[src/rtl/adxl_pkg.sv]
`default_nettype none
// +-----------------------------------------------------------------------+
// | adxl_pkg : states, command bytes and lengths for adxl_sequencer        |
// | Revision : 1.0                                                         |
// +-----------------------------------------------------------------------+
package adxl_pkg;

  typedef enum logic [2:0] {
    IDLE        = 3'd0,
    RST_CMD     = 3'd1,
    RST_WAIT    = 3'd2,
    CFG_CMD     = 3'd3,
    GAP         = 3'd4,
    READ        = 3'd5,
    PERIOD_WAIT = 3'd6
  } seq_state_t;

  localparam logic [7:0] CMD_WRITE      = 8'h0A;
  localparam logic [7:0] CMD_READ       = 8'h0B;
  localparam logic [7:0] REG_SOFT_RESET = 8'h1F;
  localparam logic [7:0] REG_POWER_CTL  = 8'h2D;
  localparam logic [7:0] REG_XDATA      = 8'h08;
  localparam logic [7:0] SOFT_RESET_KEY = 8'h52;
  localparam logic [7:0] MEAS_MODE      = 8'h02;
  localparam logic [2:0] WRITE_LEN      = 3'd3;
  localparam logic [2:0] READ_LEN       = 3'd5;

  function automatic logic [7:0] cmd_byte(input seq_state_t st, input logic [2:0] idx);
    logic [7:0] b;
    b = 8'h00;
    case (st)
      RST_CMD: begin
        case (idx)
          3'd0:    b = CMD_WRITE;
          3'd1:    b = REG_SOFT_RESET;
          3'd2:    b = SOFT_RESET_KEY;
          default: b = 8'h00;
        endcase
      end
      CFG_CMD: begin
        case (idx)
          3'd0:    b = CMD_WRITE;
          3'd1:    b = REG_POWER_CTL;
          3'd2:    b = MEAS_MODE;
          default: b = 8'h00;
        endcase
      end
      READ: begin
        case (idx)
          3'd0:    b = CMD_READ;
          3'd1:    b = REG_XDATA;
          default: b = 8'h00;
        endcase
      end
      default: b = 8'h00;
    endcase
    return b;
  endfunction

  function automatic logic [2:0] cmd_len(input seq_state_t st);
    return (st == READ) ? READ_LEN : WRITE_LEN;
  endfunction

endpackage
`default_nettype wire

[src/rtl/adxl_sequencer_if.sv]
`default_nettype none
// +-----------------------------------------------------------------------+
// | adxl_sequencer_if : byte-engine handshake and chip select              |
// | Revision : 1.0                                                         |
// +-----------------------------------------------------------------------+
interface adxl_sequencer_if;
  logic       xfer_start;
  logic [7:0] tx_byte;
  logic       xfer_done;
  logic [7:0] rx_byte;
  logic       cs_n;

  modport master (output xfer_start, tx_byte, cs_n, input xfer_done, rx_byte);
  modport slave  (input xfer_start, tx_byte, cs_n, output xfer_done, rx_byte);
endinterface
`default_nettype wire

[src/rtl/cycle_timer.sv]
`default_nettype none
// +-----------------------------------------------------------------------+
// | cycle_timer : loadable down-counter, expire high while count == 1      |
// | Revision : 1.0                                                         |
// +-----------------------------------------------------------------------+
module cycle_timer #(
  parameter int WIDTH = 8
) (
  input  logic             clk,
  input  logic             rst,
  input  logic             load,
  input  logic [WIDTH-1:0] load_val,
  output logic             expire
);

  logic [WIDTH-1:0] count;

  always_ff @(posedge clk) begin
    if (rst) begin
      count <= '0;
    end else if (load) begin
      count <= load_val;
    end else if (count != '0) begin
      count <= count - 1'b1;
    end
  end

  // A load of N keeps the owning state active for exactly N cycles.
  assign expire = (count == WIDTH'(1));

endmodule
`default_nettype wire

[src/rtl/adxl_sequencer.sv]
`default_nettype none
// +-----------------------------------------------------------------------+
// | adxl_sequencer : soft-reset, measurement-mode and periodic XYZ reads   |
// | Revision : 1.0                                                         |
// +-----------------------------------------------------------------------+
module adxl_sequencer
  import adxl_pkg::*;
#(
  parameter int RESET_WAIT_CYC    = 5000,
  parameter int CS_GAP_CYC        = 8,
  parameter int SAMPLE_PERIOD_CYC = 500000,
  parameter int TIMEOUT_CYC       = 64
) (
  input  logic                     clk,
  input  logic                     rst,
  input  logic                     enable,
  adxl_sequencer_if.master         spi,
  output logic [7:0]               x_data,
  output logic [7:0]               y_data,
  output logic [7:0]               z_data,
  output logic                     sample_valid,
  output logic                     busy,
  output logic                     err
);

  localparam int MAX_AB  = (RESET_WAIT_CYC > CS_GAP_CYC) ? RESET_WAIT_CYC : CS_GAP_CYC;
  localparam int MAX_CD  = (SAMPLE_PERIOD_CYC > TIMEOUT_CYC) ? SAMPLE_PERIOD_CYC : TIMEOUT_CYC;
  localparam int MAX_CYC = (MAX_AB > MAX_CD) ? MAX_AB : MAX_CD;
  localparam int TW      = $clog2(MAX_CYC + 1);

  localparam logic [TW-1:0] RW_LOAD  = TW'(RESET_WAIT_CYC);
  localparam logic [TW-1:0] GAP_LOAD = TW'(CS_GAP_CYC);
  localparam logic [TW-1:0] PER_LOAD = TW'(SAMPLE_PERIOD_CYC);
  localparam logic [TW-1:0] TO_LOAD  = TW'(TIMEOUT_CYC);

  seq_state_t    state, state_d;
  logic          cs_n_q, cs_n_d;
  logic          start_q, start_d;
  logic [7:0]    tx_q, tx_d;
  logic [2:0]    idx, idx_d;
  logic          pending, pend_d;
  logic [7:0]    cap_x, cap_x_d, cap_y, cap_y_d;
  logic [7:0]    x_d, y_d, z_d;
  logic          sv_d, err_d;
  logic          tmr_load, tmr_expire, timeout_hit;
  logic [TW-1:0] tmr_val;

  cycle_timer #(.WIDTH(TW)) u_timer (
    .clk      (clk),
    .rst      (rst),
    .load     (tmr_load),
    .load_val (tmr_val),
    .expire   (tmr_expire)
  );

  always_ff @(posedge clk) begin
    if (rst) begin
      state        <= IDLE;
      cs_n_q       <= 1'b1;
      start_q      <= 1'b0;
      tx_q         <= '0;
      idx          <= '0;
      pending      <= 1'b0;
      cap_x        <= '0;
      cap_y        <= '0;
      x_data       <= '0;
      y_data       <= '0;
      z_data       <= '0;
      sample_valid <= 1'b0;
      err          <= 1'b0;
    end else begin
      state        <= state_d;
      cs_n_q       <= cs_n_d;
      start_q      <= start_d;
      tx_q         <= tx_d;
      idx          <= idx_d;
      pending      <= pend_d;
      cap_x        <= cap_x_d;
      cap_y        <= cap_y_d;
      x_data       <= x_d;
      y_data       <= y_d;
      z_data       <= z_d;
      sample_valid <= sv_d;
      err          <= err_d;
    end
  end

  always_comb begin
    state_d     = state;
    cs_n_d      = cs_n_q;
    start_d     = 1'b0;
    tx_d        = tx_q;
    idx_d       = idx;
    pend_d      = pending;
    cap_x_d     = cap_x;
    cap_y_d     = cap_y;
    x_d         = x_data;
    y_d         = y_data;
    z_d         = z_data;
    sv_d        = 1'b0;
    err_d       = err;
    tmr_load    = 1'b0;
    tmr_val     = '0;
    timeout_hit = 1'b0;

    case (state)
      IDLE: begin
        if (enable && !err) begin
          state_d = RST_CMD;
          cs_n_d  = 1'b0;
        end
      end
      RST_CMD, CFG_CMD, READ: begin
        // pending low marks the cs_n-fall cycle; first byte launches next
        if (!pending) begin
          start_d  = 1'b1;
          tx_d     = cmd_byte(state, idx);
          pend_d   = 1'b1;
          tmr_load = 1'b1;
          tmr_val  = TO_LOAD;
        end else if (spi.xfer_done) begin
          if (state == READ) begin
            case (idx)
              3'd2: cap_x_d = spi.rx_byte;
              3'd3: cap_y_d = spi.rx_byte;
              3'd4: begin
                x_d  = cap_x;
                y_d  = cap_y;
                z_d  = spi.rx_byte;
                sv_d = 1'b1;
              end
              default: ;
            endcase
          end
          if (idx == cmd_len(state) - 3'd1) begin
            cs_n_d   = 1'b1;
            pend_d   = 1'b0;
            idx_d    = '0;
            tmr_load = 1'b1;
            case (state)
              RST_CMD: begin state_d = RST_WAIT;    tmr_val = RW_LOAD;  end
              CFG_CMD: begin state_d = GAP;         tmr_val = GAP_LOAD; end
              default: begin state_d = PERIOD_WAIT; tmr_val = PER_LOAD; end
            endcase
          end else begin
            idx_d    = idx + 3'd1;
            start_d  = 1'b1;
            tx_d     = cmd_byte(state, idx + 3'd1);
            tmr_load = 1'b1;
            tmr_val  = TO_LOAD;
          end
        end else if (tmr_expire) begin
          timeout_hit = 1'b1;
        end
      end
      RST_WAIT: begin
        if (tmr_expire) begin
          state_d = CFG_CMD;
          cs_n_d  = 1'b0;
        end
      end
      GAP: begin
        if (tmr_expire) begin
          state_d = READ;
          cs_n_d  = 1'b0;
        end
      end
      PERIOD_WAIT: begin
        if (tmr_expire) begin
          state_d  = GAP;
          tmr_load = 1'b1;
          tmr_val  = GAP_LOAD;
        end
      end
      default: state_d = IDLE;
    endcase

    // Abort path; a timeout still latches err even if enable drops too.
    if (timeout_hit || !enable) begin
      state_d = IDLE;
      cs_n_d  = 1'b1;
      start_d = 1'b0;
      pend_d  = 1'b0;
      idx_d   = '0;
      x_d     = x_data;
      y_d     = y_data;
      z_d     = z_data;
      sv_d    = 1'b0;
    end
    err_d = err | timeout_hit;
  end

  assign spi.cs_n       = cs_n_q;
  assign spi.xfer_start = start_q;
  assign spi.tx_byte    = tx_q;
  assign busy           = (state != IDLE);

endmodule
`default_nettype wire

[src/flat_wrapper.sv]
// flat-port wrapper written by rule: the top's interface ports become plain ports
module adxl_sequencer_flat import adxl_pkg::*;
#(
  parameter int RESET_WAIT_CYC    = 5000,
  parameter int CS_GAP_CYC        = 8,
  parameter int SAMPLE_PERIOD_CYC = 500000,
  parameter int TIMEOUT_CYC       = 64
)
  (clk, rst, enable, x_data, y_data, z_data, sample_valid, busy, err, spi_xfer_start, spi_tx_byte, spi_cs_n, spi_xfer_done, spi_rx_byte);
  adxl_sequencer_if spi_i ();
  input  logic clk;
  input  logic rst;
  input  logic enable;
  output logic [7:0] x_data;
  output logic [7:0] y_data;
  output logic [7:0] z_data;
  output logic sample_valid;
  output logic busy;
  output logic err;
  output wire logic [$bits(spi_i.xfer_start)-1:0] spi_xfer_start;
  output wire logic [$bits(spi_i.tx_byte)-1:0] spi_tx_byte;
  output wire logic [$bits(spi_i.cs_n)-1:0] spi_cs_n;
  input wire logic [$bits(spi_i.xfer_done)-1:0] spi_xfer_done;
  input wire logic [$bits(spi_i.rx_byte)-1:0] spi_rx_byte;
  assign spi_xfer_start = spi_i.xfer_start;
  assign spi_tx_byte = spi_i.tx_byte;
  assign spi_cs_n = spi_i.cs_n;
  assign spi_i.xfer_done = spi_xfer_done;
  assign spi_i.rx_byte = spi_rx_byte;
  adxl_sequencer #(.RESET_WAIT_CYC(RESET_WAIT_CYC), .CS_GAP_CYC(CS_GAP_CYC), .SAMPLE_PERIOD_CYC(SAMPLE_PERIOD_CYC), .TIMEOUT_CYC(TIMEOUT_CYC)) u_core (.clk(clk), .rst(rst), .enable(enable), .spi(spi_i), .x_data(x_data), .y_data(y_data), .z_data(z_data), .sample_valid(sample_valid), .busy(busy), .err(err));
endmodule
[config.mk]
export PLATFORM = sky130hd
export DESIGN_NAME = adxl_sequencer_flat
export DESIGN_NICKNAME = d
export VERILOG_FILES = /design/src/rtl/adxl_pkg.sv /design/src/rtl/adxl_sequencer_if.sv /design/src/rtl/cycle_timer.sv /design/src/rtl/adxl_sequencer.sv /design/src/flat_wrapper.sv
export SDC_FILE = /design/constraint.sdc
export NUM_CORES = 1
export LEC_CHECK = 0
export BUFFER_PORTS_ARGS = -buffer_cell sky130_fd_sc_hd__buf_2
export CORE_AREA = 4 4 94 96
export CTS_BUF_LIST = sky130_fd_sc_hd__clkbuf_8
export DETAILED_ROUTE_END_ITERATION = 12
export DIE_AREA = 0 0 98 100
export PLACE_DENSITY = 0.61
export SETUP_SLACK_MARGIN = 0.02
export SLEW_MARGIN = 15
export SYNTH_ARGS = -nofsm -noshare
export SYNTH_HDL_FRONTEND = slang
export SYNTH_SLANG_ARGS = --single-unit
[constraint.sdc]
create_clock -name clk -period 3.39 [get_ports clk]
set_input_delay 0.8475 -clock clk [delete_from_list [all_inputs] [get_ports clk]]
set_output_delay 0.8475 -clock clk [all_outputs]
set_load 0.05 [all_outputs]
==> metrics <==
outcome finished, final reports clean; Port Buffer Count 47; DR vias/cell 5.480; sequential-to-total area share from yosys stat 0.4350; I/O pin total ~50; Final GP Congestion 0.8623; Syn. warnings 0; Peak Freq about 400 MHz; Reg clk slew, reported paths approximately 90 ps; cts bufs inserted 9; setup TNS 0 ps; Mapped Avg Cell Area 8.165 um^2; Power Total ~2.7 mW; final hold violation count 0; # DRC 0; Initial Util 0.4401; Die Width just under 100 um; Final setup viols 0; Yosys cell types 63; worst ir drop on vdd about 250 uV; period utilisation layout 0.7293; fin crit period 2472 ps; sequential share of power 0.416; post-CTS setup buffer count 0; synthesis-to-layout area growth 14.19%; Rows 33; asr flop ratio synth 0; diodes inserted 0; crit path capture type register; initial DRC count between 100 and 150; Max clock buf depth 2; multiplexer share of the synthesized area 0.02578; xor and xnor fraction of the mapped netlist area 0.03460; number of synthesized flops with an enable pin 0; Setup WS post-layout ~900 ps; Worst-Skew Late Latency roughly 360 ps; core area around 8100 um^2; Die Footprint a little under 10000 um^2; P_int 1.721 mW; CTS tree yes; Synth Cell Area around 3500 um^2; Sinks on Clock Net 77; first-pass detailed-route iteration total 4; Via Count 3195; utilization after layout 0.5026; first-pass GRT wire length roughly 14000 um; Placement Cell Area ~3800 um^2; Synth Area in Simple Gates 0.2684; Critical Path RT roughly 3600 ps; worst rel slew slack 0.5403; combinational power share 0.320; static leakage about 1.6 nW; initial antenna violation count 0; All-Layer GR Usage 0.1790; pin count of the biggest net entering global routing 58; Seq cells post-synth 77; fin area about 4000 um^2; WS Path Type register to register; hold buffers post-CTS 0; root buf cell clkbuf_8; pre-CTS setup slack approximately 950 ps; Final #Nets between 400 and 500; switch share 0.3664; maxcap violations 0; Syn Nets ~460; cts repair resizes 0; GRT Residual Overflow 0; post-DP HPWL 5994 um; Routed Antenna Nets 0; Post-Synth Adder-Cell Area 0.03178; RSZ-0062 raised after global routing no; Clock Power Share 0.264; H-tree depth 3; vias in the first global route 2963; Gate Count Post-Synth around 430; largest family of logic cells by synthesized area simple AND/OR/NAND/NOR gates; WL final 8514 um; layout cells sized above 1 0.1653; PD cells between 600 and 700 nW/um^2; switching pwr 995.0 uW; routed length per instance 14.60 um; Synth Area in Compound Gates 0.1667; worst min path class register to register; final-report max-slew violation count 0; worst clock skew roughly 11 ps; Main synth FF type dfxtp_1; Data arrival, critical path approximately 2700 ps; Worst Max-Slew Pin Slew 686.3 ps; CP Launch Type register; largest fanout on the critical path 14; Die Ht 100 um
## Yosys cell counts (2+ instances only)
| library cell | instances | area [um^2] |
|---|---|---|
| o21a_1 | 2 | 15.01 |
| nor2_1 | 36 | 135.1 |
| nand4b_1 | 2 | 17.52 |
| nand4_1 | 6 | 37.54 |
| a31oi_1 | 3 | 18.77 |
| and3b_1 | 2 | 17.52 |
| ha_1 | 9 | 112.6 |
| o21ai_0 | 9 | 45.04 |
| nand3_1 | 17 | 85.08 |
| and4_1 | 2 | 17.52 |
| xnor2_1 | 11 | 96.34 |
| a22oi_1 | 2 | 15.01 |
| nor2b_1 | 5 | 31.28 |
| nor2_2 | 2 | 12.51 |
| a211oi_1 | 2 | 15.01 |
| buf_4 | 2 | 15.01 |
| nand2b_1 | 7 | 43.79 |
| nand3b_1 | 2 | 15.01 |
| or4_4 | 2 | 22.52 |
| xor2_1 | 3 | 26.28 |
| nand2_1 | 80 | 300.3 |
| nor3b_1 | 5 | 37.54 |
| dfxtp_1 | 77 | 1541 |
| inv_1 | 9 | 33.78 |
| nor4_1 | 6 | 37.54 |
| a2111oi_0 | 3 | 26.28 |
| clkbuf_1 | 18 | 67.56 |
| nor3_2 | 2 | 20.02 |
| nor3_1 | 7 | 35.03 |
| a221oi_1 | 2 | 17.52 |
| mux2i_1 | 8 | 80.08 |
| a21o_1 | 2 | 15.01 |
| a21oi_1 | 53 | 265.3 |
| or3_1 | 4 | 25.02 |
| o21ai_1 | 3 | 15.01 |
| and2_1 | 2 | 12.51 |
## critical path: stages, from the launching register on
cell	delay [ps]
dfxtp_1	610
a21boi_0	590
o21ai_0	380
a21oi_2	450
nor2_1	80
a311oi_1	250
## cells in the final DEF (no fill, tap or decap), types with 2 or more instances in the layout
cell | netlist | final
nand2b_1 | 7 | 7
a2111oi_0 | 3 | 3
nor2_1 | 36 | 36
inv_6 | 0 | 4
o21ai_0 | 9 | 9
and2_1 | 2 | 2
nor3_1 | 7 | 7
a21oi_1 | 53 | 53
buf_2 | 1 | 47
buf_4 | 2 | 4
dfxtp_1 | 77 | 77
nor4_1 | 6 | 6
a221oi_1 | 2 | 2
nand4_1 | 6 | 6
nor3_2 | 2 | 2
a21o_1 | 2 | 2
a31oi_1 | 3 | 3
o21ai_1 | 3 | 3
and4_1 | 2 | 2
nand3_1 | 17 | 17
nor2b_1 | 5 | 5
inv_1 | 9 | 9
nor2_2 | 2 | 2
nand3b_1 | 2 | 2
a22oi_1 | 2 | 2
mux2i_1 | 8 | 8
xor2_1 | 3 | 3
clkbuf_8 | 0 | 9
nand4b_1 | 2 | 2
nand2_1 | 80 | 80
xnor2_1 | 11 | 11
or4_4 | 2 | 2
or3_1 | 4 | 4
and3b_1 | 2 | 2
nor3b_1 | 5 | 5
o21a_1 | 2 | 2
a211oi_1 | 2 | 2
ha_1 | 9 | 9
## path summary, 6_finish.rpt
check	startpoint	end	slack, ps	cells after the start
max	u_core.state[0]	u_core.spi.tx_byte[1]	920	5
min	u_core.cap_x[4]	u_core.x_data[4]	450	2
max reg2reg	u_core.state[0]	u_core.spi.tx_byte[1]	920	5
min reg2reg	u_core.cap_x[4]	u_core.x_data[4]	450	2
## per-layer routing
layer / GRT usage / up-vias / wire [um]
met3: 0.04170 / 9 / 384
li1: - / 1596 / -
met5: 0 / - / 0
met2: 0.2817 / 62 / 3860
met1: 0.2424 / 1528 / 4176
met4: 0.06177 / 0 / 91
## flip-flops by register name (all words and copies together), names as in the netlist
name / flops
u_core.err: 1
u_core.spi.xfer_start: 1
u_core.pending: 1
u_core.cap_y: 8
u_core.cap_x: 8
u_core.spi.cs_n: 1
u_core.state: 3
u_core.idx: 3
u_core.y_data: 8
u_core.z_data: 8
u_core.spi.tx_byte: 7
u_core.sample_valid: 1
u_core.u_timer.count: 19
u_core.x_data: 8
## kinds of logic after synthesis
logic type / count (synthesis)
and+or+nand+nor: 195
adders and majority gates: 9
muxes: 9
buffers and inverters: 32
xor gates and xnor gates: 14
AOI/OAI and AO/OA: 97
other: 1
DFF: 77
## power by group through the flow
stage                     Clock (mW)  Sequential (mW)  Combinational [mW]
after global placement             0             1.14               0.845
final                          0.717             1.13               0.868
after CTS                      0.732             1.13               0.871
after global routing           0.781             1.14               0.979
after floorplan                    0             1.12               0.727
after detailed placement           0             1.14               0.865
## final cells by class
type | instances | area, um^2
inverters | 9 | 33.78
repair buffers | 51 | 265.3
clock inverters | 7 | 78.83
clock buffers | 9 | 123.9
multi-input cells | 325 | 1872
well taps | 105 | 131.4
fillers | 811 | 4005
flip-flops and latches | 77 | 1541
## metrics by stage
stage	cells	hold slack [ps]
floorplan	434	431.3
global placement	567	440.2
global route	583	471.2
CTS	583	454.4
finish	583	451.0
detailed placement	567	444.5
Note: power is estimated with default switching activity, not from simulation.
